File: src/rtl/fp_issue_ctrl_pkg.sv
// Shared FP issue definitions: default latency, register index width, tag and state types.
package wi23_defs;

  localparam int unsigned FP_LAT_DEF = 2;
  localparam int unsigned NREGS_DEF  = 32;
  localparam int unsigned REG_IDX_W  = $clog2(NREGS_DEF);

  typedef struct packed {
    logic                 valid;
    logic                 wr_en;
    logic [REG_IDX_W-1:0] rd;
  } fp_tag_t;

  typedef enum logic [1:0] {
    ST_IDLE  = 2'd0,
    ST_EXEC  = 2'd1,
    ST_FLUSH = 2'd2
  } fp_state_e;

endpackage

File: src/rtl/fp_issue_ctrl_if.sv
// Issue/execute/writeback bundle between decode, the FP issue controller and the FP unit.
interface fp_issue_if #(parameter int unsigned NREGS = 32);

  localparam int unsigned RW = $clog2(NREGS);

  logic             iss_valid;
  logic             iss_ready;
  logic [RW-1:0]    iss_rd;
  logic [RW-1:0]    iss_rs1;
  logic [RW-1:0]    iss_rs2;
  logic             iss_use_rs2;
  logic             iss_wr_en;
  logic             flush;
  logic             fex_valid;
  logic             fex_err;
  logic             wb_valid;
  logic [RW-1:0]    wb_rd;
  logic             wb_err;
  logic [NREGS-1:0] sb_busy;
  logic             busy;
  logic             busy_er;

  modport master (
    output iss_valid, iss_rd, iss_rs1, iss_rs2, iss_use_rs2, iss_wr_en, flush, fex_err,
    input  iss_ready, fex_valid, wb_valid, wb_rd, wb_err, sb_busy, busy, busy_er
  );

  modport slave (
    input  iss_valid, iss_rd, iss_rs1, iss_rs2, iss_use_rs2, iss_wr_en, flush, fex_err,
    output iss_ready, fex_valid, wb_valid, wb_rd, wb_err, sb_busy, busy, busy_er
  );

endinterface

File: src/rtl/fp_issue_ctrl_scoreboard.sv
// Pending-write scoreboard for FP registers; a same-cycle set wins over clear.
module fp_scoreboard #(
  parameter int unsigned NREGS = 32
) (
  input  logic                     clk,
  input  logic                     rst_n,
  input  logic                     set_en_i,
  input  logic [$clog2(NREGS)-1:0] set_idx_i,
  input  logic                     clr_en_i,
  input  logic [$clog2(NREGS)-1:0] clr_idx_i,
  input  logic                     flush_i,
  output logic [NREGS-1:0]         busy_o
);

  logic [NREGS-1:0] busy_q, busy_d;

  always_comb begin
    busy_d = busy_q;
    if (clr_en_i) busy_d[clr_idx_i] = 1'b0;
    if (set_en_i) busy_d[set_idx_i] = 1'b1;
    if (flush_i)  busy_d = '0;
  end

  always_ff @(posedge clk or negedge rst_n) begin
    if (!rst_n) busy_q <= '0;
    else        busy_q <= busy_d;
  end

  assign busy_o = busy_q;

endmodule

File: src/rtl/fp_issue_ctrl.sv
// FP issue controller: hazard-checked issue, latency tag pipeline, writeback and flush.
// Define FP_ISSUE_PIPELINED_EN to allow one issue per cycle regardless of ops in flight.
module fp_issue_ctrl
  import wi23_defs::*;
#(
  parameter int unsigned FP_LAT = FP_LAT_DEF,
  parameter int unsigned NREGS  = NREGS_DEF
) (
  input  logic        clk,
  input  logic        rst_n,
  fp_issue_if.slave   bus
);

  localparam int unsigned DEPTH = FP_LAT - 1;
  localparam int unsigned RW    = $clog2(NREGS);

  fp_state_e        state_q, state_d;
  fp_tag_t          tags_q [DEPTH];
  fp_tag_t          tags_d [DEPTH];
  fp_tag_t          last_c;
  logic [NREGS-1:0] sb_busy;
  logic             older_valid_c, any_valid_c, busy_er_c;
  logic             hazard_c, occupied_c, ready_c, fire_c, wb_valid_c;

  // Stage occupancy; older_valid_c covers every stage except the writeback one.
  always_comb begin
    last_c        = tags_q[DEPTH-1];
    older_valid_c = 1'b0;
    for (int i = 0; i < int'(DEPTH) - 1; i++) older_valid_c = older_valid_c | tags_q[i].valid;
    any_valid_c   = older_valid_c | last_c.valid;
    busy_er_c     = last_c.valid & ~older_valid_c;
  end

  always_comb begin
    hazard_c = sb_busy[bus.iss_rs1]
             | (bus.iss_use_rs2 & sb_busy[bus.iss_rs2])
             | (bus.iss_wr_en & sb_busy[bus.iss_rd]);
`ifdef FP_ISSUE_PIPELINED_EN
    occupied_c = 1'b0;
`else
    occupied_c = any_valid_c & ~busy_er_c;
`endif
    ready_c    = rst_n & ~bus.flush & (state_q != ST_FLUSH) & ~hazard_c & ~occupied_c;
    fire_c     = bus.iss_valid & ready_c;
    wb_valid_c = last_c.valid & last_c.wr_en & ~bus.flush;
  end

  // Next state and tag shift.
  always_comb begin
    state_d = state_q;
    tags_d[0] = '0;
    if (fire_c) begin
      tags_d[0].valid = 1'b1;
      tags_d[0].wr_en = bus.iss_wr_en;
      tags_d[0].rd    = REG_IDX_W'(bus.iss_rd);
    end
    for (int i = 1; i < int'(DEPTH); i++) tags_d[i] = tags_q[i-1];

    case (state_q)
      ST_IDLE:  if (fire_c) state_d = ST_EXEC;
      ST_EXEC:  if (!fire_c && !older_valid_c) state_d = ST_IDLE;
      ST_FLUSH: state_d = ST_IDLE;
      default:  state_d = ST_IDLE;
    endcase

    if (bus.flush) begin
      state_d = ST_FLUSH;
      for (int i = 0; i < int'(DEPTH); i++) tags_d[i] = '0;
    end
  end

  always_ff @(posedge clk or negedge rst_n) begin
    if (!rst_n) begin
      state_q <= ST_IDLE;
      for (int i = 0; i < int'(DEPTH); i++) tags_q[i] <= '0;
    end else begin
      state_q <= state_d;
      for (int i = 0; i < int'(DEPTH); i++) tags_q[i] <= tags_d[i];
    end
  end

  fp_scoreboard #(.NREGS(NREGS)) u_sb (
    .clk       (clk),
    .rst_n     (rst_n),
    .set_en_i  (fire_c & bus.iss_wr_en),
    .set_idx_i (bus.iss_rd),
    .clr_en_i  (wb_valid_c),
    .clr_idx_i (RW'(last_c.rd)),
    .flush_i   (bus.flush),
    .busy_o    (sb_busy)
  );

  assign bus.iss_ready = ready_c;
  assign bus.fex_valid = fire_c;
  assign bus.wb_valid  = wb_valid_c;
  assign bus.wb_rd     = wb_valid_c ? RW'(last_c.rd) : '0;
  assign bus.wb_err    = last_c.valid & bus.fex_err;
  assign bus.sb_busy   = sb_busy;
  assign bus.busy      = fire_c | any_valid_c;
  assign bus.busy_er   = busy_er_c;

endmodule

File: src/flat_wrapper.sv
// flat-port wrapper written by rule: the top's interface ports become plain ports
module fp_issue_ctrl_flat import wi23_defs::*;
#(
  parameter int unsigned FP_LAT = FP_LAT_DEF,
  parameter int unsigned NREGS  = NREGS_DEF
)
  (clk, rst_n, bus_iss_valid, bus_iss_rd, bus_iss_rs1, bus_iss_rs2, bus_iss_use_rs2, bus_iss_wr_en, bus_flush, bus_fex_err, bus_iss_ready, bus_fex_valid, bus_wb_valid, bus_wb_rd, bus_wb_err, bus_sb_busy, bus_busy, bus_busy_er);
  fp_issue_if #(.NREGS(NREGS)) bus_i ();
  input  logic clk;
  input  logic rst_n;
  input wire logic [$bits(bus_i.iss_valid)-1:0] bus_iss_valid;
  input wire logic [$bits(bus_i.iss_rd)-1:0] bus_iss_rd;
  input wire logic [$bits(bus_i.iss_rs1)-1:0] bus_iss_rs1;
  input wire logic [$bits(bus_i.iss_rs2)-1:0] bus_iss_rs2;
  input wire logic [$bits(bus_i.iss_use_rs2)-1:0] bus_iss_use_rs2;
  input wire logic [$bits(bus_i.iss_wr_en)-1:0] bus_iss_wr_en;
  input wire logic [$bits(bus_i.flush)-1:0] bus_flush;
  input wire logic [$bits(bus_i.fex_err)-1:0] bus_fex_err;
  output wire logic [$bits(bus_i.iss_ready)-1:0] bus_iss_ready;
  output wire logic [$bits(bus_i.fex_valid)-1:0] bus_fex_valid;
  output wire logic [$bits(bus_i.wb_valid)-1:0] bus_wb_valid;
  output wire logic [$bits(bus_i.wb_rd)-1:0] bus_wb_rd;
  output wire logic [$bits(bus_i.wb_err)-1:0] bus_wb_err;
  output wire logic [$bits(bus_i.sb_busy)-1:0] bus_sb_busy;
  output wire logic [$bits(bus_i.busy)-1:0] bus_busy;
  output wire logic [$bits(bus_i.busy_er)-1:0] bus_busy_er;
  assign bus_i.iss_valid = bus_iss_valid;
  assign bus_i.iss_rd = bus_iss_rd;
  assign bus_i.iss_rs1 = bus_iss_rs1;
  assign bus_i.iss_rs2 = bus_iss_rs2;
  assign bus_i.iss_use_rs2 = bus_iss_use_rs2;
  assign bus_i.iss_wr_en = bus_iss_wr_en;
  assign bus_i.flush = bus_flush;
  assign bus_i.fex_err = bus_fex_err;
  assign bus_iss_ready = bus_i.iss_ready;
  assign bus_fex_valid = bus_i.fex_valid;
  assign bus_wb_valid = bus_i.wb_valid;
  assign bus_wb_rd = bus_i.wb_rd;
  assign bus_wb_err = bus_i.wb_err;
  assign bus_sb_busy = bus_i.sb_busy;
  assign bus_busy = bus_i.busy;
  assign bus_busy_er = bus_i.busy_er;
  fp_issue_ctrl #(.FP_LAT(FP_LAT), .NREGS(NREGS)) u_core (.clk(clk), .rst_n(rst_n), .bus(bus_i));
endmodule
File: config.mk
export PLATFORM = sky130hd
export DESIGN_NAME = fp_issue_ctrl_flat
export DESIGN_NICKNAME = d
export VERILOG_FILES = /design/src/rtl/fp_issue_ctrl_pkg.sv /design/src/rtl/fp_issue_ctrl_if.sv /design/src/rtl/fp_issue_ctrl_scoreboard.sv /design/src/rtl/fp_issue_ctrl.sv /design/src/flat_wrapper.sv
export SDC_FILE = /design/constraint.sdc
export NUM_CORES = 1
export LEC_CHECK = 0
export BUFFER_PORTS_ARGS = -buffer_cell sky130_fd_sc_hd__buf_2
export CAP_MARGIN = 0
export CELL_PAD_IN_SITES_DETAIL_PLACEMENT = 2
export CELL_PAD_IN_SITES_GLOBAL_PLACEMENT = 2
export CORE_MARGIN = 4
export CORE_UTILIZATION = 37
export DETAILED_ROUTE_END_ITERATION = 7
export GPL_ROUTABILITY_DRIVEN = 0
export MAX_ROUTING_LAYER = met4
export PLACE_DENSITY = 0.84
export RECOVER_POWER = 50
export SYNTH_ARGS = -nofsm -noshare
export SYNTH_HDL_FRONTEND = slang
export SYNTH_SLANG_ARGS = --single-unit
export TNS_END_PERCENT = 100
File: constraint.sdc
create_clock -name clk -period 4.4 [get_ports clk]
set_clock_uncertainty 0.05 [all_clocks]
set_input_delay 0.44 -clock clk [delete_from_list [all_inputs] [get_ports clk]]
set_output_delay 0.44 -clock clk [all_outputs]
set_load 0.01 [all_outputs]
==> flow_metrics.tcl, run 1 <==
set metrics [dict create \
    status "complete, but fails checks" \
    violations "capacitance limit, slew limit" \
    r2r-start "u_core.u_sb.busy_o[3]" \
    clkPwrFrac_pct 34.3 \
    busiest_layer "met2" \
    antenna_found_initial 0 \
    grt_overflow 0 \
    ys_seq_elements 41 \
    vias_per_cell 6.429 \
    nets 357 \
    first_pass_iters 4 \
    synth_fp_nets 307 \
    floorplan.initialDensity_pct 38.05 \
    p_leak_nw 1.609 \
    synth-edff-count 0 \
    met2_usage_pct 38.69 \
    place.port_buffers 64 \
    grt.total_usage_pct 24.07 \
    intPower_w 0.0005177 \
    die_width_um 96.92 \
    min_period_over_period_pct 84.02 \
    antenna_cells 0 \
    power_density_nw_per_um2 218.1 \
    drv_slew 42 \
    io-pin-count 65 \
    grt_pass1_wl_um 17430 \
    power_w 0.0007237 \
    dpl.hpwl_um 8229 \
    hold_path.class "primary input to register" \
    end_kind "output port" \
    net-switching-power_w 0.0002060 \
    synthesis.area_um2 2925 \
    hold_viol 0 \
    p_seq_share_pct 52.7 \
    yosysWarningCount 0 \
    cts_made_buffers 5 \
    core_area_um2 7687 \
    grt_max_degree 42 \
    maxCapViolCount 1 \
    synthCells 285 \
    area.growth.synth_to_final_pct 13.43 \
    grt_pass1_vias 2958 \
    path_max_fanout 27 \
    fmax_ghz 0.2705 \
    num_rows 32 \
    hold_buffers 0 \
    route.detailed.drc 0 \
    vias 2816 \
    switching_share_pct 28.46 \
    final_cell_mix "42 x buf_2, 41 x dfrtp_1, 27 x nand2_1" \
    post-cts-setup-buffer-count 0 \
    async_flop_share_pct 100.0 \
    finalSetupViolCount 0 \
    finalSetupTns_ns 0 \
    cts_buffer_depth 2 \
    rsz0062_at_grt "no" \
    dieArea_um2 9393 \
    finalCriticalPeriod_ns 3.697 \
    hold_path_depth 1 \
    ant_nets 0 \
    htreeDepth 2 \
    wl_per_cell_um 25.71 \
    cts_tree "yes" \
    routed_wl_um 11260 \
    synth_cell_types 41 \
    arrival_ns 3.21 \
    max_slew_margin_pct -54.53 \
    drtIter0Drc 195 \
    path_clk_slew_ns 0.08 \
    reg2reg_setup_slack_ns 1.41 \
    final_common_cell "buf_2" \
    peakVddDrop_uv 110.6 \
    required_ns 3.91 \
    met3_usage_pct 3.317 \
    yosysSeqAreaShare_pct 35.07 \
    start_kind "primary input" \
    synth_area_per_cell_um2 10.26 \
    layout-drive-gt1-share_pct 23.21 \
    ff2ff_path_depth 7 \
    die_h_um 96.92 \
    clkLatencyLatePin_ns 0.30 \
    worstSetupPathType "primary input to output port" \
    share_comb_of_total_power_pct 13.0 \
    clkSinkCount 41 \
    synth_ff_type "dfrtp_1" \
    tightestPinTransition_ns 2.318 \
    cts_resized 0 \
    min_from "bus_flush" \
    holdPathEnd "u_core.state_q[1]" \
    grt_use_met1_pct 31.49 \
    cts_root_buf "clkbuf_8" \
    reg2reg_to "u_core.u_sb.busy_o[17]" \
]
## worst max-delay path: stages
cell,delay (ns)
buf_2,0.49
mux4_2,0.60
a22o_1,0.27
a2111oi_4,0.33
o21ai_2,0.11
a211oi_4,0.49
buf_4,0.23
a21o_1,0.11
buf_2,0.12
## power groups by stage
stage / clock network, W / registers, W / logic, W
finish: 0.000248 / 0.000381 / 0.0000944
global placement: 0 / 0.000388 / 0.0000916
global route: 0.000266 / 0.000382 / 0.000102
floorplan: 0 / 0.000388 / 0.0000573
detailed placement: 0 / 0.000389 / 0.0000947
CTS: 0.000253 / 0.000381 / 0.0000949
## how the worst max path moves through the flow
stage	slack, ns	endpoint	startpoint	depth (start not counted)
3_5_place_dp	0.71	bus_busy	bus_iss_rd[0]	9
3_3_place_gp	0.78	bus_busy	bus_iss_rd[0]	9
2_1_floorplan	1.37	bus_fex_valid	bus_iss_rd[1]	8
4_1_cts	0.71	bus_busy	bus_iss_rd[0]	9
5_1_grt	0.59	bus_busy	bus_iss_rd[0]	9
6_report	0.70	bus_busy	bus_iss_rd[0]	9
## synth_stat cells (all sizes together) (3+ instances only)
library cell  number  area [µm²]
dfrtp             41        1026
nand2             27       101.4
and3              24       150.1
a31o              21       183.9
clkbuf            19       71.32
mux4              17       382.9
a21oi             15       75.07
mux2i             14       140.1
a41o               9       90.09
and2               9       56.30
inv                9       33.78
nand3              9       45.04
nor2               8       30.03
buf                7       72.56
nand3b             7       52.55
nor3               6       30.03
nor3b              6       45.04
a311oi             4       35.03
and3b              4       35.03
o22ai              4       25.02
a2111oi            3       45.05
mux2               3       33.78
## area by class of cell
cell class	instances	area [µm²]
multi-input combinational	209	1722
clock inverter	2	10.01
clock buffer	6	72.57
tap	102	127.6
inverter	9	33.78
timing repair buffer	69	326.6
fill	888	4369
sequential	41	1026
## cells by family (layout without fill, tap and decap cells)
group / count (synthesis) / count (layout) / share of synthesized area (%)
multiplexers: 34 / 34 / 19.03
buffers and inverters: 35 / 86 / 6.073
AO/OA/AOI/OAI: 69 / 69 / 19.59
flip-flops: 41 / 41 / 35.07
AND/OR/NAND/NOR: 106 / 106 / 20.23
## through the flow
step | util, % | std cells | setup slack (ns) | hold slack, ns | cell area [µm²]
2_1_floorplan | - | 285 | 1.374 | 0.09441 | 2925
3_3_place_gp | 42.50 | 430 | 0.7831 | 0.5115 | 3267
3_5_place_dp | 42.50 | 430 | 0.7075 | 0.5211 | 3267
4_1_cts | 43.57 | 438 | 0.7076 | 0.2632 | 3349
5_1_grt | 43.16 | 438 | 0.5851 | 0.3016 | 3318
6_report | 43.16 | 438 | 0.7031 | 0.2949 | 3318
## registers in the layout, indices dropped and copies added, names as in the netlist
register / flops
u_core.bus.busy_er: 1
u_core.last_c: 6
u_core.state_q: 2
u_core.u_sb.busy_o: 32
## layer usage
| layer | up-vias | share of wire (%) |
|---|---|---|
| met4 | 0 | 2.8 |
| li1 | 1205 | - |
| met3 | 21 | 6.2 |
| met5 | - | 0 |
| met1 | 1476 | 42 |
| met2 | 114 | 49 |
Note: power is estimated with default switching activity, not from simulation.
==> run 2, diff against run 1 <==
CORE_UTILIZATION = 31   (was 37)
PLACE_DENSITY = 0.75   (was 0.84)
clock period = 3.3 ns   (was 4.4 ns; I/O delays follow)
==> run 2 against run 1 <==
Compared with the run above:
- cell count increased by 4.3%
- count of clock-buffer cells in the layout unchanged
- combinational power increased by 39%
- wire length increased by 2.1%
- via count decreased by 1.2%
- core utilization decreased by 6.1 points
- sequential power increased by 33%
- global-route usage decreased by 2.5 points
- die area increased by 18%
- register-to-register slack got worse by 1.1 ns
- the run still ends with capacitance limit, slew limit left
- sequential share of layout area decreased by 0.80 points
==> flow_metrics.tcl, run 2 (synthesized netlist as in run 1, its figures left out) <==
set metrics [dict create \
    num_rows 35 \
    grt_overflow 0 \
    first_pass_iters 4 \
    clkLatencyLatePin_ns 0.30 \
    io-pin-count 65 \
    path_max_fanout 9 \
    wl_per_cell_um 25.15 \
    nets 367 \
    cts_resized 0 \
    die_h_um 105.1 \
    grt_pass1_wl_um 18240 \
    rsz0062_at_grt "no" \
    p_leak_nw 1.664 \
    routed-wl-met3_um 458 \
    status "complete, but fails checks" \
    htreeDepth 2 \
    grt.total_usage_pct 21.60 \
    route.detailed.drc 0 \
    place.port_buffers 64 \
    vias 2782 \
    worstSetupPathType "register to output port" \
    routed_wl_um 11490 \
    wl_met2_um 5761 \
    finalCriticalPeriod_ns 3.112 \
    final_cell_mix "43 x buf_2, 41 x dfrtp_1, 27 x nand2_1" \
    end_kind "output port" \
    cts_made_buffers 5 \
    top_layer "met4" \
    grt_max_degree 42 \
    cts_tree "yes" \
    drv_slew 42 \
    peakVddDrop_uv 173.8 \
    path_clk_slew_ns 0.09 \
    arrival_ns 2.73 \
    clkSinkCount 41 \
    maxCapViolCount 1 \
    violations "capacitance limit, slew limit" \
    required_ns 2.92 \
    dieArea_um2 11050 \
    core_area_um2 9196 \
    vias_per_cell 6.088 \
    antenna_found_initial 0 \
    largest_reg_flops 32 \
    finalSetupViolCount 0 \
    start_kind "register" \
    layout-drive-gt1-share_pct 25.72 \
    final_common_cell "buf_2" \
    antenna_cells 0 \
    grt_pass1_vias 3058 \
    die_width_um 105.1 \
    area.growth.synth_to_final_pct 16.42 \
    finalSetupTns_ns 0 \
    power_density_nw_per_um2 283.4 \
    hold_path.class "primary input to register" \
    fillCellCount 1022 \
    min_period_over_period_pct 94.29 \
    tightestPinTransition_ns 2.312 \
    hold_viol 0 \
    ant_nets 0 \
    floorplan.initialDensity_pct 31.81 \
    worst_slack_ns 0.1885 \
    drtIter0Drc 171 \
    dpl.hpwl_um 8599 \
    pre_cts_slack_ns 0.1720 \
    fmax_ghz 0.3214 \
    cts_root_buf "clkbuf_8" \
    max_slew_margin_pct -54.15 \
    wl_met1_um 5042 \
    cts_buffer_depth 2 \
]
## run 2: power breakdown
part / switching, W / internal (W)
logic: 0.0000885 / 0.0000427
clock network: 0.000179 / 0.000147
registers: 0.00000352 / 0.000505
total: 0.000271 / 0.000694
## run 2: stage by stage
| step | instances | hold slack (ns) | utilization (%) | power [W] | instance area (µm²) |
|---|---|---|---|---|---|
| after floorplan | 285 | -0.01559 | - | 0.0005936 | 2925 |
| after global placement | 446 | 0.4138 | 36.22 | 0.0006445 | 3331 |
| after detailed placement | 446 | 0.4062 | 36.22 | 0.0006484 | 3331 |
| after CTS | 454 | 0.07963 | 37.12 | 0.0009743 | 3413 |
| after global routing | 457 | 0.2069 | 37.03 | 0.001007 | 3406 |
| final | 457 | 0.2141 | 37.03 | 0.0009653 | 3406 |
## run 2: worst max-delay path, stage by stage (launching register included)
cell,delay (ns)
dfrtp_1,0.45
mux4_2,0.50
a22o_1,0.28
a2111oi_4,0.34
o21ai_2,0.15
a211oi_4,0.25
buf_4,0.19
and2_1,0.15
buf_2,0.13
## run 2: final cells by class
type	instances	area [µm²]	area share, %
Multi-Input combinational cell	209	1722	50.55
Sequential cell	41	1026	30.12
Timing Repair Buffer	79	402.9	11.83
Tap cell	111	138.9	4.078
Clock buffer	6	72.57	2.131
Inverter	9	33.78	0.9919
Clock inverter	2	10.01	0.2939
## run 2: final timing paths
check | startpoint | endpoint | slack, ns | cells after the start
hold reg to reg | u_core.state_q[1] | u_core.state_q[0] | 0.51 | 1
setup reg to reg | u_core.u_sb.busy_o[31] | u_core.u_sb.busy_o[17] | 0.33 | 9
hold / removal | bus_flush | u_core.state_q[1] | 0.21 | 1
max in group asynchronous | rst_n | u_core.u_sb.busy_o[0] | 1.10 | 2
setup / recovery | u_core.u_sb.busy_o[31] | bus_fex_valid | 0.19 | 8
min in group asynchronous | rst_n | u_core.state_q[1] | 0.77 | 2
## run 2: what timing repair did
item / CTS / global route
hold buffers: 0 / 0
buffers inserted: 0 / 3
endpoints found under the setup margin: 0 / 2
## run 2: per-layer routing
layer | GRT usage (%) | vias up
li1 | - | 1215
met1 | 28.46 | 1467
met2 | 35.66 | 80
met3 | 2.285 | 20
met4 | 5.623 | 0
met5 | - | -
